### config.mk
export PLATFORM = sky130hd
export DESIGN_NAME = vend_controller
export DESIGN_NICKNAME = d
export VERILOG_FILES = /design/src/rtl/vend_controller.sv
export SDC_FILE = /design/constraint.sdc
export NUM_CORES = 1
export LEC_CHECK = 0
export CAP_MARGIN = 10
export CORE_ASPECT_RATIO = 0.5
export CORE_MARGIN = 5
export CORE_UTILIZATION = 30
export DETAILED_ROUTE_END_ITERATION = 10
export PLACE_DENSITY = 0.58
export SYNTH_ARGS = -nofsm -noshare
export SYNTH_HDL_FRONTEND = slang
export SYNTH_SLANG_ARGS = --single-unit
### constraint.sdc
create_clock -name clk -period 4.3 [get_ports clk]
set_input_delay 0.86 -clock clk [delete_from_list [all_inputs] [get_ports clk]]
set_output_delay 0.86 -clock clk [all_outputs]
set_load 0.03 [all_outputs]
### src/rtl/vend_controller.sv
// Front-panel sequencer for the vending credit FSM: coin pulse trains,
// price-gated selection, dispense-motor handshake and refunds.
module vend_controller #(
    parameter int PRICE         = 3,
    parameter int MAX_CREDIT    = 5,
    parameter int MOTOR_TIMEOUT = 1000,
    parameter int TW            = 10
) (
    input  logic       clk,
    input  logic       reset,
    input  logic       coin_valid,
    input  logic [2:0] coin_value,
    output logic       coin_ready,
    input  logic       sel_req,
    output logic       sel_ack,
    output logic       sel_deny,
    input  logic [2:0] credit,
    input  logic       fsm_dispense,
    output logic       m_out,
    output logic       a_out,
    output logic       motor_on,
    input  logic       motor_done,
    output logic       refund_valid,
    output logic [2:0] refund_units,
    output logic       busy,
    output logic       fault
);

    typedef enum logic [2:0] {
        IDLE,
        FEED,
        GAP,
        SEL,
        VEND,
        FAULT
    } state_t;

    localparam logic [2:0]    PRICE_C = 3'(PRICE);
    localparam logic [2:0]    MAX_C   = 3'(MAX_CREDIT);
    localparam logic [TW-1:0] TLAST   = TW'(MOTOR_TIMEOUT - 1);

    state_t        state_q, state_d;
    logic [2:0]    pend_q, pend_d;
    logic [2:0]    change_q, change_d;
    logic [TW-1:0] timer_q, timer_d;
    logic          deny_q, deny_d;
    logic          ack_q, ack_d;
    logic          rv_q, rv_d;
    logic [2:0]    ru_q, ru_d;

    always_ff @(posedge clk or posedge reset) begin
        if (reset) begin
            state_q  <= IDLE;
            pend_q   <= '0;
            change_q <= '0;
            timer_q  <= '0;
            deny_q   <= 1'b0;
            ack_q    <= 1'b0;
            rv_q     <= 1'b0;
            ru_q     <= '0;
        end else begin
            state_q  <= state_d;
            pend_q   <= pend_d;
            change_q <= change_d;
            timer_q  <= timer_d;
            deny_q   <= deny_d;
            ack_q    <= ack_d;
            rv_q     <= rv_d;
            ru_q     <= ru_d;
        end
    end

    always_comb begin
        state_d  = state_q;
        pend_d   = pend_q;
        change_d = change_q;
        timer_d  = timer_q;
        deny_d   = 1'b0;
        ack_d    = 1'b0;
        rv_d     = 1'b0;
        ru_d     = '0;
        unique case (state_q)
            IDLE: begin
                if (coin_valid) begin
                    if (coin_value != 3'd0) begin
                        pend_d  = coin_value;
                        state_d = FEED;
                    end
                // a request still held during its own ack/deny pulse is not re-served
                end else if (sel_req && !deny_q && !ack_q) begin
                    if (credit < PRICE_C) begin
                        deny_d = 1'b1;
                    end else begin
                        change_d = credit - PRICE_C;
                        state_d  = SEL;
                    end
                end
            end
            FEED: begin
                if (credit < MAX_C) begin
                    pend_d  = pend_q - 3'd1;
                    state_d = (pend_q == 3'd1) ? IDLE : GAP;
                end else begin
                    rv_d    = 1'b1;
                    ru_d    = pend_q;
                    pend_d  = '0;
                    state_d = IDLE;
                end
            end
            GAP: begin
                state_d = (pend_q != 3'd0) ? FEED : IDLE;
            end
            SEL: begin
                timer_d = '0;
                state_d = fsm_dispense ? VEND : FAULT;
            end
            VEND: begin
                timer_d = timer_q + 1'b1;
                if (motor_done) begin
                    ack_d   = 1'b1;
                    rv_d    = (change_q != 3'd0);
                    ru_d    = change_q;
                    state_d = IDLE;
                end else if (timer_q == TLAST) begin
                    state_d = FAULT;
                end
            end
            FAULT: begin
                state_d = FAULT;
            end
            default: begin
                state_d = FAULT;
            end
        endcase
    end

    assign coin_ready   = (state_q == IDLE);
    assign busy         = (state_q != IDLE);
    assign fault        = (state_q == FAULT);
    assign m_out        = (state_q == FEED) && (credit < MAX_C);
    assign a_out        = (state_q == SEL);
    assign motor_on     = (state_q == VEND);
    assign sel_deny     = deny_q;
    assign sel_ack      = ack_q;
    assign refund_valid = rv_q;
    assign refund_units = ru_q;

endmodule
# Word-level counts from Yosys, hierarchy flattened
# Cells that the tools add are included.
[word_totals]
regBits = 25
in_bits = 12
output_inout_bits = 12
word_cells = 71
[classes]
add_sub_neg = 3
order_cmp = 2
n_eq_ne = 13
n_mux = 28
bitwise_logic = 2
reduce_logical = 15
[ops]
columns = ["operator", "count"]
rows = [
  ["3-bit two-way mux", 11],
  ["10-bit case mux with 2 select lines", 1],
  ["3-bit case mux with 5 select lines", 1],
  ["3-bit case mux with 2 select lines", 2],
  ["3-bit nonzero test", 4],
  ["10-bit by 1-bit adder with 10-bit output (second input constant)", 1],
  ["10-bit == test (second input constant)", 1],
  ["1-bit two-way mux", 10],
  ["4-bit AND reduction", 2],
  ["3-bit by 1-bit == test with 1-bit output (second input constant)", 2],
  ["3-bit by 2-bit == test with 1-bit output (second input constant)", 2],
  ["3-bit == test (second input constant)", 2],
  ["3-bit by 2-bit inequality test with 1-bit output (second input constant)", 2],
  ["2-bit two-way mux", 2],
  ["2-bit nonzero test", 2],
  ["1-bit logical AND", 3],
  ["3-bit logical NOT", 1],
  ["3-bit by 2-bit < comparator with 1-bit output (second input constant)", 1],
  ["3-bit < comparator (second input constant)", 1],
  ["3-bit by 1-bit inequality test with 1-bit output (second input constant)", 1],
  ["3-bit inequality test (second input constant)", 1],
  ["3-bit AND reduction", 1],
  ["3-bit by 1-bit subtractor with 3-bit output (second input constant)", 1],
  ["3-bit by 2-bit subtractor with 3-bit output (second input constant)", 1],
  ["other kinds (5)", 7],
]

# Depth between registers and ports, before layout
[logic_depth]
word_depth = 6
ltp_mapped = 8
depth_no_buf = 6

# Least setup slack after synthesis
# Ideal clock, no wire load.
[synth_timing]
path_kind = "reg2out"
startpoint = "register state_q[0]"
endpoint = "output port busy"
t_arrival_ns = 1.642
slack_ns = 1.798
path_stages_with_launch = 4
path_cell_list = "dfrtp_1 clkbuf_1 nor3_1 inv_2"
[synth_between]
elab_chain_cells = 1
[synth_rtl]
columns = ["item", "line", "rtl"]
rows = [
  ["start: declaration", "42", "state_t state_q, state_d;"],
  ["start signal: assignment", "62", "state_q <= state_d;"],
  ["3-bit nonzero test", "138", "assign busy = (state_q != IDLE);"],
  ["end: declaration", "25", "output logic busy,"],
]
# No other way between the ends.

# Final worst setup path
[layout_timing]
startpoint = "input port credit[0]"
endpoint = "output port m_out"
[layout_between]
elab_chain_cells = 2
[layout_rtl]
columns = ["item", "line", "rtl"]
rows = [
  ["start: declaration", "17", "input logic [2:0] credit,"],
  ["3-bit < comparator", "140", "assign m_out = (state_q == FEED) && (credit < MAX_C);"],
  ["1-bit logical AND", "140", ""],
  ["end: declaration", "19", "output logic m_out,"],
]
# No other way between the ends.

==> impl_metrics.json <==
{
  "design.die.area_um2": 5893,
  "status": "complete, no violations",
  "synth_warnings": 0,
  "synth-edff-count": 0,
  "critPathMaxFanout": 5,
  "cts_sinks": 25,
  "r2r-end": "timer_q[7]",
  "grt_pass1_vias": 1034,
  "synth.area.top_cells": "dfrtp_1 48%, ha_1 4.8%, o21ai_0 4.6%, nor2_1 3.4%, a22o_1 3.3%",
  "final_area_um2": 1637,
  "grt_max_degree": 26,
  "period_needed_ns": 3.607,
  "nets": 172,
  "antenna_found_initial": 0,
  "diodes": 0,
  "numCtsBuffers": 3,
  "layout-drive-gt1-share": 0.05195,
  "clkSlewWorstSetupHoldPaths_ns": 0.08,
  "crit_end": "m_out",
  "drc": 0,
  "dieHeight_um": 56.84,
  "relSlewSlack": 0.3618,
  "core-area_um2": 4318,
  "start_util": 0.3048,
  "synthCells": 131,
  "setup_viol": 0,
  "wire_per_inst_um": 12.96,
  "crit_chain": "clkdlybuf4s50_1 > o21ai_0 > nand3_1 > inv_1 > clkdlybuf4s50_1",
  "gp_congestion": 0.7500,
  "die-width_um": 103.7,
  "slowest_delay_ns": 0.68,
  "syn2layout_area_growth_pct": 24.33,
  "cp.depth": 5,
  "syn_area_per_cell_um2": 10.05,
  "worstMarginPinSlew_ns": 0.9563,
  "vias": 1036,
  "startpoint": "credit[0]",
  "synth_seq_cells": 25,
  "hold_buffers": 0,
  "critPathSlowestCell": "clkdlybuf4s50_1",
  "cts_root_buf": "clkbuf_8",
  "hold_class": "reg2reg",
  "p_leak_uw": 0.0007145,
  "yosys.area.top_type": "dfrtp_1",
  "crit_family": "buffers and inverters",
  "cap_violations": 0,
  "synth_top_area_frac": 0.4753,
  "wl_mm": 2.734,
  "synth_most_common_cell": "dfrtp_1",
  "period_share": 0.8387,
  "crit_buf_inv": 3,
  "fp-row-count": 17,
  "fin_setup_tns_ns": 0,
  "boundaryPins": 24,
  "synth.cell_area_um2": 1316,
  "clock_latency_ns": 0.26,
  "grt_pass1_wl_mm": 4.754,
  "track_usage": 0.09823,
  "cts_resized": 0,
  "ys_async_sr_fraction": 1.000,
  "cts_setup_buffers": 0,
  "first_pass_iters": 4,
  "place_area_um2": 1592,
  "slew_violations": 0,
  "cts_buffer_depth": 2,
  "worstPathArrival_ns": 2.75,
  "reg2reg_slack_ns": 2.42,
  "via_per_inst": 4.910,
  "clock.fmax_mhz": 277.3,
  "cellPowerDensity_nw_per_um2": 576.2,
  "cpMostUsedCell": "clkdlybuf4s50_1",
  "grt_setup_unrepaired": "no",
  "r2r_cells": 5,
  "required_ns": 3.44,
  "cts_tree": "yes",
  "hold_viol_final": 0,
  "synth_fp_nets": 148,
  "drt-initial-drc-count": 30,
  "synthFlopType": "dfrtp_1",
  "port_buffers": 23,
  "synth_common_cells": "25 x dfrtp_1, 12 x nor2_1, 12 x o21ai_0",
  "peakVddDrop_mv": 0.1895,
  "worst_setup_path_start_kind": "input port",
  "end_kind": "output pin",
  "post-dp-hpwl_mm": 2.146,
  "h-tree-depth": 1,
  "r2r-start": "state_q[0]",
  "finalClockSkew_ns": 0.001944,
  "worstSetupPathType": "in2out",
  "ant_nets": 0,
  "overflow": 0,
  "ys_seq_area_frac": 0.4753,
  "ys_types": 42
}
-- routing by layer --
metal | up-vias | global-route usage | routed length [um]
met5 | - | 0 | 0
met2 | 9 | 0.1703 | 1381
met1 | 504 | 0.1200 | 1262
met4 | 0 | 0.02768 | 27
met3 | 2 | 0.02755 | 62
li1 | 521 | - | -
-- layout by cell type (no fill, tap or decap), types with 5 or more instances in the layout --
master	count
dfrtp_1	25
clkdlybuf4s50_1	23
nor2_1	12
o21ai_0	12
nand2_1	8
inv_1	7
a21oi_1	5
o31ai_1	5
a22o_1	5
ha_1	5
-- worst register-to-register path: stages (launching register included) --
cell,delay (ns)
dfrtp_1,0.49
or3b_1,0.58
clkinv_8,0.13
nand4_1,0.23
o211ai_1,0.23
o31ai_1,0.10
-- power breakdown --
group          switching, uW  total [uW]  internal (uW)
logic                    248         441            193
registers               68.9         367            298
clock network           69.8         136           66.1
total                    386         943            557
-- flip-flops by register name (all words and copies together), names as in the netlist --
| signal | cells |
|---|---|
| refund_units | 3 |
| change_q | 3 |
| state_q | 3 |
| sel_ack | 1 |
| refund_valid | 1 |
| sel_deny | 1 |
| pend_q | 3 |
| timer_q | 10 |
-- logic make-up (layout without fill, tap and decap cells) --
kind of cell,after synthesis,in the layout,share of synthesized area
adder cells (fa/ha/maj),5,5,0.04753
buffers and inverters,13,36,0.05514
XOR/XNOR,1,1,0.006655
AND/OR/NAND/NOR,45,45,0.1892
AO/OA/AOI/OAI,37,37,0.1854
flip-flops,25,25,0.4753
multiplexers,5,5,0.04087
-- through the flow --
stage / cells / total power, uW / hold slack [ns] / worst slack (ns) / utilization
6_report: 211 / 943.0 / 0.4829 / 0.6934 / 0.3790
5_1_grt: 211 / 1022 / 0.5009 / 0.4919 / 0.3790
4_1_cts: 211 / 958.0 / 0.4889 / 0.6842 / 0.3790
3_5_place_dp: 207 / 818.7 / 0.4750 / 0.6914 / 0.3686
3_3_place_gp: 207 / 810.4 / 0.4708 / 0.7743 / 0.3686
2_1_floorplan: 131 / 680.5 / 0.4451 / 1.798 / -
-- area by class of cell --
| class | count | area [um^2] |
|---|---|---|
| clock buffers | 4 | 45.04 |
| fillers | 443 | 2681 |
| flip-flops and latches | 25 | 625.6 |
| multi-input cells | 93 | 618.1 |
| inverters | 9 | 46.29 |
| well taps | 57 | 71.32 |
| repair buffers | 23 | 230.2 |
-- worst min path at each step --
stage | from | to | slack [ns] | cells past startpoint
global placement | timer_q[8] | timer_q[8] | 0.47 | 1
floorplan | timer_q[8] | timer_q[8] | 0.45 | 1
CTS | timer_q[8] | timer_q[8] | 0.49 | 1
finish | timer_q[8] | timer_q[8] | 0.48 | 1
global route | timer_q[8] | timer_q[8] | 0.50 | 1
detailed placement | timer_q[8] | timer_q[8] | 0.48 | 1
Note: power is estimated with default switching activity, not from simulation.
